==> src/rtl/pipe_loopback_phy_if.sv <==
// PIPE bundle between the controller (master) and the loopback PHY model (slave).
// lane_present rides along with the bus as a bench-side far-end configuration input.
interface pipe_loopback_phy_if #(
   parameter int LANESNUMBER  = 16,
   parameter int MAXPIPEWIDTH = 32
);
   localparam int KW = MAXPIPEWIDTH / 8;

   logic [MAXPIPEWIDTH*LANESNUMBER-1:0] TxData;
   logic [KW*LANESNUMBER-1:0]           TxDataK;
   logic [LANESNUMBER-1:0]              TxDataValid;
   logic [LANESNUMBER-1:0]              TxElecIdle;
   logic [LANESNUMBER-1:0]              TxDetectRx_Loopback;
   logic [4*LANESNUMBER-1:0]            PowerDown;
   logic [3:0]                          Rate;
   logic [LANESNUMBER-1:0]              lane_present;

   logic [MAXPIPEWIDTH*LANESNUMBER-1:0] RxData;
   logic [KW*LANESNUMBER-1:0]           RxDataK;
   logic [LANESNUMBER-1:0]              RxDataValid;
   logic [LANESNUMBER-1:0]              RxValid;
   logic [LANESNUMBER-1:0]              RxElectricalIdle;
   logic [3*LANESNUMBER-1:0]            RxStatus;
   logic [LANESNUMBER-1:0]              PhyStatus;

   modport master (
      output TxData, TxDataK, TxDataValid, TxElecIdle, TxDetectRx_Loopback,
             PowerDown, Rate, lane_present,
      input  RxData, RxDataK, RxDataValid, RxValid, RxElectricalIdle,
             RxStatus, PhyStatus
   );

   modport slave (
      input  TxData, TxDataK, TxDataValid, TxElecIdle, TxDetectRx_Loopback,
             PowerDown, Rate, lane_present,
      output RxData, RxDataK, RxDataValid, RxValid, RxElectricalIdle,
             RxStatus, PhyStatus
   );
endinterface

==> src/rtl/pipe_loopback_phy.sv <==
// PIPE PHY loopback responder: per-lane delayed Tx->Rx loop with skew and far-end presence,
// plus one shared control FSM answering reset, receiver detect, rate and power-state changes.
module pipe_loopback_phy #(
   parameter int LANESNUMBER    = 16,
   parameter int MAXPIPEWIDTH   = 32,
   parameter int BASE_LATENCY   = 2,
   parameter int SKEW_STEP      = 0,
   parameter int MAX_SKEW       = 3,
   parameter int RESET_LATENCY  = 4,
   parameter int DETECT_LATENCY = 8,
   parameter int RATE_LATENCY   = 16,
   parameter int PD_LATENCY     = 4
) (
   input  logic               CLK,
   input  logic               reset,
   pipe_loopback_phy_if.slave pipe
);
   localparam int W  = MAXPIPEWIDTH;
   localparam int KW = MAXPIPEWIDTH / 8;

   localparam int LAT_A   = (RESET_LATENCY > DETECT_LATENCY) ? RESET_LATENCY : DETECT_LATENCY;
   localparam int LAT_B   = (RATE_LATENCY > PD_LATENCY) ? RATE_LATENCY : PD_LATENCY;
   localparam int MAX_LAT = (LAT_A > LAT_B) ? LAT_A : LAT_B;
   localparam int CW      = $clog2(MAX_LAT) + 1;

   localparam logic [CW-1:0] RST_LAST  = CW'(RESET_LATENCY - 1);
   localparam logic [CW-1:0] DET_LAST  = CW'(DETECT_LATENCY - 1);
   localparam logic [CW-1:0] RATE_LAST = CW'(RATE_LATENCY - 1);
   localparam logic [CW-1:0] PD_LAST   = CW'(PD_LATENCY - 1);
   localparam logic [3:0]    PD_P1     = 4'd2;

   typedef enum logic [2:0] {
      RST_WAIT,
      IDLE,
      DETECT,
      RATE,
      PWR,
      RELEASE
   } state_t;

   state_t        state_q, state_d;
   logic [CW-1:0] cnt_q, cnt_d;
   logic [3:0]    last_rate_q, last_rate_d;
   logic [3:0]    last_pd_q, last_pd_d;
   logic [3:0]    rate_prev_q, rate_prev_d;
   logic [3:0]    pd_prev_q, pd_prev_d;
   logic          rate_pend_q, rate_pend_d;
   logic          pd_pend_q, pd_pend_d;

   logic [3:0] pd_cur;
   logic       det_req;
   logic       op_done;
   logic       det_done;

   logic [W*LANESNUMBER-1:0]  rx_data;
   logic [KW*LANESNUMBER-1:0] rx_datak;
   logic [LANESNUMBER-1:0]    rx_datavalid;
   logic [LANESNUMBER-1:0]    rx_valid;
   logic [LANESNUMBER-1:0]    rx_eidle;
   logic [3*LANESNUMBER-1:0]  rx_status;

   assign pd_cur  = pipe.PowerDown[3:0];
   assign det_req = |pipe.TxDetectRx_Loopback;

   always_ff @(posedge CLK or posedge reset) begin
      if (reset) begin
         state_q     <= RST_WAIT;
         cnt_q       <= '0;
         last_rate_q <= 4'd0;
         last_pd_q   <= PD_P1;
         rate_prev_q <= 4'd0;
         pd_prev_q   <= PD_P1;
         rate_pend_q <= 1'b0;
         pd_pend_q   <= 1'b0;
      end else begin
         state_q     <= state_d;
         cnt_q       <= cnt_d;
         last_rate_q <= last_rate_d;
         last_pd_q   <= last_pd_d;
         rate_prev_q <= rate_prev_d;
         pd_prev_q   <= pd_prev_d;
         rate_pend_q <= rate_pend_d;
         pd_pend_q   <= pd_pend_d;
      end
   end

   always_comb begin
      state_d     = state_q;
      cnt_d       = cnt_q;
      last_rate_d = last_rate_q;
      last_pd_d   = last_pd_q;
      rate_prev_d = pipe.Rate;
      pd_prev_d   = pd_cur;
      // Changes seen outside IDLE are remembered so they are serviced once IDLE is reached.
      rate_pend_d = rate_pend_q | ((pipe.Rate != rate_prev_q) && (state_q != IDLE));
      pd_pend_d   = pd_pend_q | ((pd_cur != pd_prev_q) && (state_q != IDLE));
      op_done     = 1'b0;
      det_done    = 1'b0;

      case (state_q)
         RST_WAIT: begin
            if (cnt_q == RST_LAST) begin
               state_d = IDLE;
               cnt_d   = '0;
            end else begin
               cnt_d = cnt_q + CW'(1);
            end
         end
         IDLE: begin
            cnt_d = '0;
            if (det_req && (pd_cur == PD_P1)) begin
               state_d = DETECT;
            end else if ((pipe.Rate != last_rate_q) || rate_pend_q) begin
               // Pending is consumed on entry so a change during the op re-arms it.
               state_d     = RATE;
               rate_pend_d = 1'b0;
            end else if ((pd_cur != last_pd_q) || pd_pend_q) begin
               state_d   = PWR;
               pd_pend_d = 1'b0;
            end
         end
         DETECT: begin
            if (cnt_q == DET_LAST) begin
               det_done = 1'b1;
               state_d  = RELEASE;
               cnt_d    = '0;
            end else begin
               cnt_d = cnt_q + CW'(1);
            end
         end
         RATE: begin
            if (cnt_q == RATE_LAST) begin
               op_done     = 1'b1;
               last_rate_d = pipe.Rate;
               state_d     = IDLE;
               cnt_d       = '0;
            end else begin
               cnt_d = cnt_q + CW'(1);
            end
         end
         PWR: begin
            if (cnt_q == PD_LAST) begin
               op_done   = 1'b1;
               last_pd_d = pd_cur;
               state_d   = IDLE;
               cnt_d     = '0;
            end else begin
               cnt_d = cnt_q + CW'(1);
            end
         end
         RELEASE: begin
            if (!det_req) begin
               state_d = IDLE;
            end
         end
         default: begin
            state_d = RST_WAIT;
            cnt_d   = '0;
         end
      endcase
   end

   genvar gi;
   generate
      for (gi = 0; gi < LANESNUMBER; gi++) begin : g_lane
         localparam int D = BASE_LATENCY + ((gi * SKEW_STEP) % (MAX_SKEW + 1));

         logic [W-1:0]  data_q [D];
         logic [W-1:0]  data_d [D];
         logic [KW-1:0] k_q [D];
         logic [KW-1:0] k_d [D];
         logic [D-1:0]  valid_q, valid_d;
         logic [D-1:0]  eidle_q, eidle_d;

         always_comb begin
            data_d[0]  = pipe.TxData[gi*W +: W];
            k_d[0]     = pipe.TxDataK[gi*KW +: KW];
            valid_d[0] = pipe.TxDataValid[gi];
            eidle_d[0] = pipe.TxElecIdle[gi];
            for (int s = 1; s < D; s++) begin
               data_d[s]  = data_q[s-1];
               k_d[s]     = k_q[s-1];
               valid_d[s] = valid_q[s-1];
               eidle_d[s] = eidle_q[s-1];
            end
         end

         always_ff @(posedge CLK or posedge reset) begin
            if (reset) begin
               for (int s = 0; s < D; s++) begin
                  data_q[s] <= '0;
                  k_q[s]    <= '0;
               end
               valid_q <= '0;
               eidle_q <= '1;
            end else begin
               data_q  <= data_d;
               k_q     <= k_d;
               valid_q <= valid_d;
               eidle_q <= eidle_d;
            end
         end

         // An absent far end looks like a permanently idle, silent line.
         assign rx_data[gi*W +: W]    = pipe.lane_present[gi] ? data_q[D-1] : '0;
         assign rx_datak[gi*KW +: KW] = pipe.lane_present[gi] ? k_q[D-1] : '0;
         assign rx_datavalid[gi]      = pipe.lane_present[gi] & valid_q[D-1];
         assign rx_valid[gi]          = pipe.lane_present[gi] & valid_q[D-1] & ~eidle_q[D-1];
         assign rx_eidle[gi]          = ~pipe.lane_present[gi] | eidle_q[D-1];
         assign rx_status[gi*3 +: 3]  =
            (det_done && pipe.lane_present[gi] && pipe.TxDetectRx_Loopback[gi]) ? 3'b011 : 3'b000;
      end

      if (LANESNUMBER > 1) begin : g_unused
         logic unused_pd;
         assign unused_pd = ^pipe.PowerDown[4*LANESNUMBER-1:4];
      end
   endgenerate

   assign pipe.RxData           = rx_data;
   assign pipe.RxDataK          = rx_datak;
   assign pipe.RxDataValid      = rx_datavalid;
   assign pipe.RxValid          = rx_valid;
   assign pipe.RxElectricalIdle = rx_eidle;
   assign pipe.RxStatus         = rx_status;
   assign pipe.PhyStatus        = ((state_q == RST_WAIT) || op_done || det_done) ? '1 : '0;
endmodule

==> src/flat_wrapper.sv <==
// flat-port wrapper written by rule: the top's interface ports become plain ports
module pipe_loopback_phy_flat 
#(
   parameter int LANESNUMBER    = 16,
   parameter int MAXPIPEWIDTH   = 32,
   parameter int BASE_LATENCY   = 2,
   parameter int SKEW_STEP      = 0,
   parameter int MAX_SKEW       = 3,
   parameter int RESET_LATENCY  = 4,
   parameter int DETECT_LATENCY = 8,
   parameter int RATE_LATENCY   = 16,
   parameter int PD_LATENCY     = 4
)
  (CLK, reset, pipe_TxData, pipe_TxDataK, pipe_TxDataValid, pipe_TxElecIdle, pipe_TxDetectRx_Loopback, pipe_PowerDown, pipe_Rate, pipe_lane_present, pipe_RxData, pipe_RxDataK, pipe_RxDataValid, pipe_RxValid, pipe_RxElectricalIdle, pipe_RxStatus, pipe_PhyStatus);
  pipe_loopback_phy_if #(.LANESNUMBER(LANESNUMBER), .MAXPIPEWIDTH(MAXPIPEWIDTH)) pipe_i ();
  input  logic CLK;
  input  logic reset;
  input wire logic [$bits(pipe_i.TxData)-1:0] pipe_TxData;
  input wire logic [$bits(pipe_i.TxDataK)-1:0] pipe_TxDataK;
  input wire logic [$bits(pipe_i.TxDataValid)-1:0] pipe_TxDataValid;
  input wire logic [$bits(pipe_i.TxElecIdle)-1:0] pipe_TxElecIdle;
  input wire logic [$bits(pipe_i.TxDetectRx_Loopback)-1:0] pipe_TxDetectRx_Loopback;
  input wire logic [$bits(pipe_i.PowerDown)-1:0] pipe_PowerDown;
  input wire logic [$bits(pipe_i.Rate)-1:0] pipe_Rate;
  input wire logic [$bits(pipe_i.lane_present)-1:0] pipe_lane_present;
  output wire logic [$bits(pipe_i.RxData)-1:0] pipe_RxData;
  output wire logic [$bits(pipe_i.RxDataK)-1:0] pipe_RxDataK;
  output wire logic [$bits(pipe_i.RxDataValid)-1:0] pipe_RxDataValid;
  output wire logic [$bits(pipe_i.RxValid)-1:0] pipe_RxValid;
  output wire logic [$bits(pipe_i.RxElectricalIdle)-1:0] pipe_RxElectricalIdle;
  output wire logic [$bits(pipe_i.RxStatus)-1:0] pipe_RxStatus;
  output wire logic [$bits(pipe_i.PhyStatus)-1:0] pipe_PhyStatus;
  assign pipe_i.TxData = pipe_TxData;
  assign pipe_i.TxDataK = pipe_TxDataK;
  assign pipe_i.TxDataValid = pipe_TxDataValid;
  assign pipe_i.TxElecIdle = pipe_TxElecIdle;
  assign pipe_i.TxDetectRx_Loopback = pipe_TxDetectRx_Loopback;
  assign pipe_i.PowerDown = pipe_PowerDown;
  assign pipe_i.Rate = pipe_Rate;
  assign pipe_i.lane_present = pipe_lane_present;
  assign pipe_RxData = pipe_i.RxData;
  assign pipe_RxDataK = pipe_i.RxDataK;
  assign pipe_RxDataValid = pipe_i.RxDataValid;
  assign pipe_RxValid = pipe_i.RxValid;
  assign pipe_RxElectricalIdle = pipe_i.RxElectricalIdle;
  assign pipe_RxStatus = pipe_i.RxStatus;
  assign pipe_PhyStatus = pipe_i.PhyStatus;
  pipe_loopback_phy #(.LANESNUMBER(LANESNUMBER), .MAXPIPEWIDTH(MAXPIPEWIDTH), .BASE_LATENCY(BASE_LATENCY), .SKEW_STEP(SKEW_STEP), .MAX_SKEW(MAX_SKEW), .RESET_LATENCY(RESET_LATENCY), .DETECT_LATENCY(DETECT_LATENCY), .RATE_LATENCY(RATE_LATENCY), .PD_LATENCY(PD_LATENCY)) u_core (.CLK(CLK), .reset(reset), .pipe(pipe_i));
endmodule
==> config.mk <==
export PLATFORM = sky130hd
export DESIGN_NAME = pipe_loopback_phy_flat
export DESIGN_NICKNAME = d
export VERILOG_FILES = /design/src/rtl/pipe_loopback_phy_if.sv /design/src/rtl/pipe_loopback_phy.sv /design/src/flat_wrapper.sv
export SDC_FILE = /design/constraint.sdc
export NUM_CORES = 2
export LEC_CHECK = 0
export CAP_MARGIN = 0
export CORE_AREA = 2 2 537 539
export DETAILED_ROUTE_END_ITERATION = 8
export DIE_AREA = 0 0 539 541
export DONT_BUFFER_PORTS = 1
export PLACE_DENSITY_LB_ADDON = 0.12
export SYNTH_ARGS = -nofsm -noshare
export SYNTH_HDL_FRONTEND = slang
export SYNTH_SLANG_ARGS = --single-unit
==> constraint.sdc <==
create_clock -name CLK -period 49.2 [get_ports CLK]
set_input_delay 4.92 -clock CLK [delete_from_list [all_inputs] [get_ports CLK]]
set_output_delay 4.92 -clock CLK [all_outputs]
set_load 0.02 [all_outputs]
==> results.md <==
* Placed Area at a little over 40000 um2
* Non-filler cells, final at between 6k and 7k
* Synth cell types at 44
* Final count of hold timing violations at 0
* Clk pin slew, worst setup/hold paths at around 0.060 ns
* Critical path class: in -> out
* Final Slew Violations at 0
* Combinational Power Share at 0.054
* PortBufs at 0
* Minimum clock period after layout at 10.75 ns
* Clock Power Share at 0.485
* Worst slew margin at 0.365
* Leak at roughly 0.019 uW
* Clock Skew at between 0.03 and 0.04 ns
* CTS resizes at 0
* Top Ports at about 1.4k
* Share of the synthesized area in the top cell type at 0.828
* Initial antenna violation count at 196
* Via count at 17.5k
* Core area at 286000 um2
* Cell Area, Synth at 36500 um2
* Startpoint types: primary input
* Switching share of total power at 0.246
* Max cap viols at 0
* Std-Cell Rows at 197
* Die height at approximately 540 um
* H-Tree Level Count at 4
* Critical R2R Capture: u_core.state_q[2]$_DFFE_PP0P_
* Drt first-iter violations at 896
* CTS Buf Count at around 160
* Fin nets at 2916
* Setup_tns at 0 ns
* Yosys Warn Count at 0
* Final wirelength at approximately 150000 um
* Hold Path Sink: u_core.g_lane[13].data_q[28]$_DFF_PP0_
* Worst hold-check path type: reg -> reg
* Hold-fix buffers at CTS at 0
* RSZ-0062 raised after global routing: false
* Crit path cell chain: nand2b_1, nor2_1
* HPWL after detailed placement at about 120000 um
* Syn Inst Count at between 2k and 2.5k
* DIE AREA at roughly 290000 um2
* Slowest CP cell: nor2_1
* Internal power at about 1800 uW
* Residual DRC at 0
* Share of cells above drive strength 1 at 0.141
* Vias per cell at around 2.8
* R2r startpoint: u_core.state_q[0]$_DFFE_PP0P_
* Clock sinks at approximately 1.2k
* GRT overflow at 0
* Worst EP required at between 40 and 50 ns
* VDD IR max at roughly 0.028 mV
* Finished Cell Area at roughly 46000 um2
* Max stage delay on crit path at between 0.6 and 0.7 ns
* TritonCTS clock tree: built
* Synth area leaders: dfrtp_1 (83%), and2_1 (10%), dfstp_2 (2.4%)
* Tcrit/Tclk final at 0.219
* Setup-failing EPs final at 0
* Buf/Inv on CP at 0
* Synth async-reset ratio at 1.00
* Final hold slack at about 0.32 ns
* Clock Latency Late Sink at 0.80 ns
* Number of fill cells at approximately 31k
* Design Power at 2390 uW
* Sw Pwr at 588 uW
* First-pass GRT wire length at just under 200000 um
* Commonest non-fill, non-tap cell in the layout: dfrtp_1
* Most frequent cells in the layout: dfrtp_1 (1208), and2_1 (592), clkbuf_16 (159), dfstp_2 (34), clkbuf_1 (28)
* Hold_sp: u_core.g_lane[13].data_d[28]$_DFF_PP0_
* DP Cell Count at 5825
* Reg2reg setup slack at 47.09 ns
* Mapped Avg Cell Area at about 17 um2
* Largest fanout on the critical path at 39
* Die Width at ~540 um
* WL per Instance at around 24 um
* Ys flop type: dfrtp_1
* Final ANT Viol Nets at 0
* Clock buffer depth at 4
* Hold Crit Depth at 0
* Gpl congestion at 0.833
* Number of synthesized register bits at approximately 1.2k
* Reg2Reg Depth at 5
* Register share of total power at 0.461
* Post-CTS Setup Repair Bufs at 0
* Actual slew at the worst max-slew pin at around 0.95 ns
* Total GRT Usage at 0.101
* Area leader, netlist: dfrtp_1
* Cell family with most CP delay: simple AND/OR/NAND/NOR gates
* Largest net degree at the start of global routing at 109
* Post-synth EDFFs at 0
* Max frequency at slightly above 0.09 GHz
* Initial Util at 0.127
* Vias in the first global route at approximately 20k
* Post-synthesis sequential area ratio at 0.852
* Area Growth Syn to Fin at 26.9%
* Worst Path Arrival at roughly 5.8 ns
* Clock Tree Root: clkbuf_16
* DRT Pass-1 Iters at 4
* Status: finished, final reports clean
* Power Density at 51.5 nW/um2
* Crit. End Element: output pin
-- routing by layer --
layer	share of wire	GRT usage
met1	0.35	0.105
met2	0.47	0.167
met3	0.14	0.0607
met4	0.036	0.0335
met5	0.0036	0
-- state kept, by name, summed over array words and instances, names as in the netlist, 4 cells and up --
signal	flops
u_core.last_rate_q	4
u_core.cnt_q	5
u_core.g_lane.valid_q	32
u_core.g_lane.data_q	512
u_core.g_lane.k_q	64
u_core.last_pd_q	4
u_core.rate_prev_q	4
u_core.g_lane.data_d	512
u_core.pd_prev_q	4
u_core.g_lane.eidle_q	32
u_core.g_lane.k_d	64
-- cells by family (layout without fill, tap and decap cells) --
kind of cell / count (synthesis) / after routing / synth area share
flops: 1242 / 1242 / 0.852
simple gates: 683 / 683 / 0.116
buf+inv: 141 / 328 / 0.0196
compound gates: 28 / 28 / 0.00517
xor+xnor: 13 / 13 / 0.00312
mux: 9 / 9 / 0.00274
fa+ha+maj: 3 / 3 / 0.00103
other cells: 1 / 96 / 0.000103
-- Yosys cell counts, drive strengths merged, types with 2 or more instances --
cell and number:
buf 49, o22ai 2, and2 592, o31ai 2, and4 2, mux2 8
nor2b 2, inv 26, xnor2 7, xor2 6, dfstp 34, o21ai 8
nor3 4, and3 18, a2bb2oi 2, nand2b 17, nand3 4, nand2 7
a21oi 8, dfrtp 1208, nand4 3, nor4 5, ha 3, clkbuf 66
nor2 23
-- worst max path at each step --
stage,start,endpoint,slack (ns),cells past startpoint
6_report,pipe_lane_present[10],pipe_RxValid[10],38.45,2
4_1_cts,pipe_lane_present[10],pipe_RxValid[10],38.42,2
5_1_grt,pipe_lane_present[10],pipe_RxValid[10],38.47,2
3_3_place_gp,pipe_lane_present[10],pipe_RxValid[10],38.41,2
3_5_place_dp,pipe_lane_present[10],pipe_RxValid[10],38.42,2
2_1_floorplan,reset,u_core.cnt_q[0]$_DFFE_PP0P_,9.34,1
-- final cells by class --
cell class              count  area (um2)  area share
diodes                     80         200     0.00432
clock buffers             209        4390      0.0947
clock inverters            69         802      0.0173
inverters                  26         105     0.00227
multi-input cells         752        4770       0.103
flip-flops and latches   1242       31100       0.672
well taps                3781        4730       0.102
repair buffers             24         220     0.00475
-- per-stage QoR --
stage,worst slack (ns),utilization
after floorplan,9.34,-
after global placement,38.41,0.143
after detailed placement,38.42,0.143
after CTS,38.42,0.161
after global routing,38.47,0.161
final,38.45,0.162
-- power groups by stage --
stage | Sequential [uW] | Clock (uW) | Combinational [uW]
2_1_floorplan | 1110 | 0 | 108
3_3_place_gp | 1120 | 0 | 132
3_5_place_dp | 1120 | 0 | 132
4_1_cts | 1100 | 1210 | 133
5_1_grt | 1110 | 1250 | 139
6_report | 1100 | 1160 | 128
Note: power is estimated with default switching activity, not from simulation.
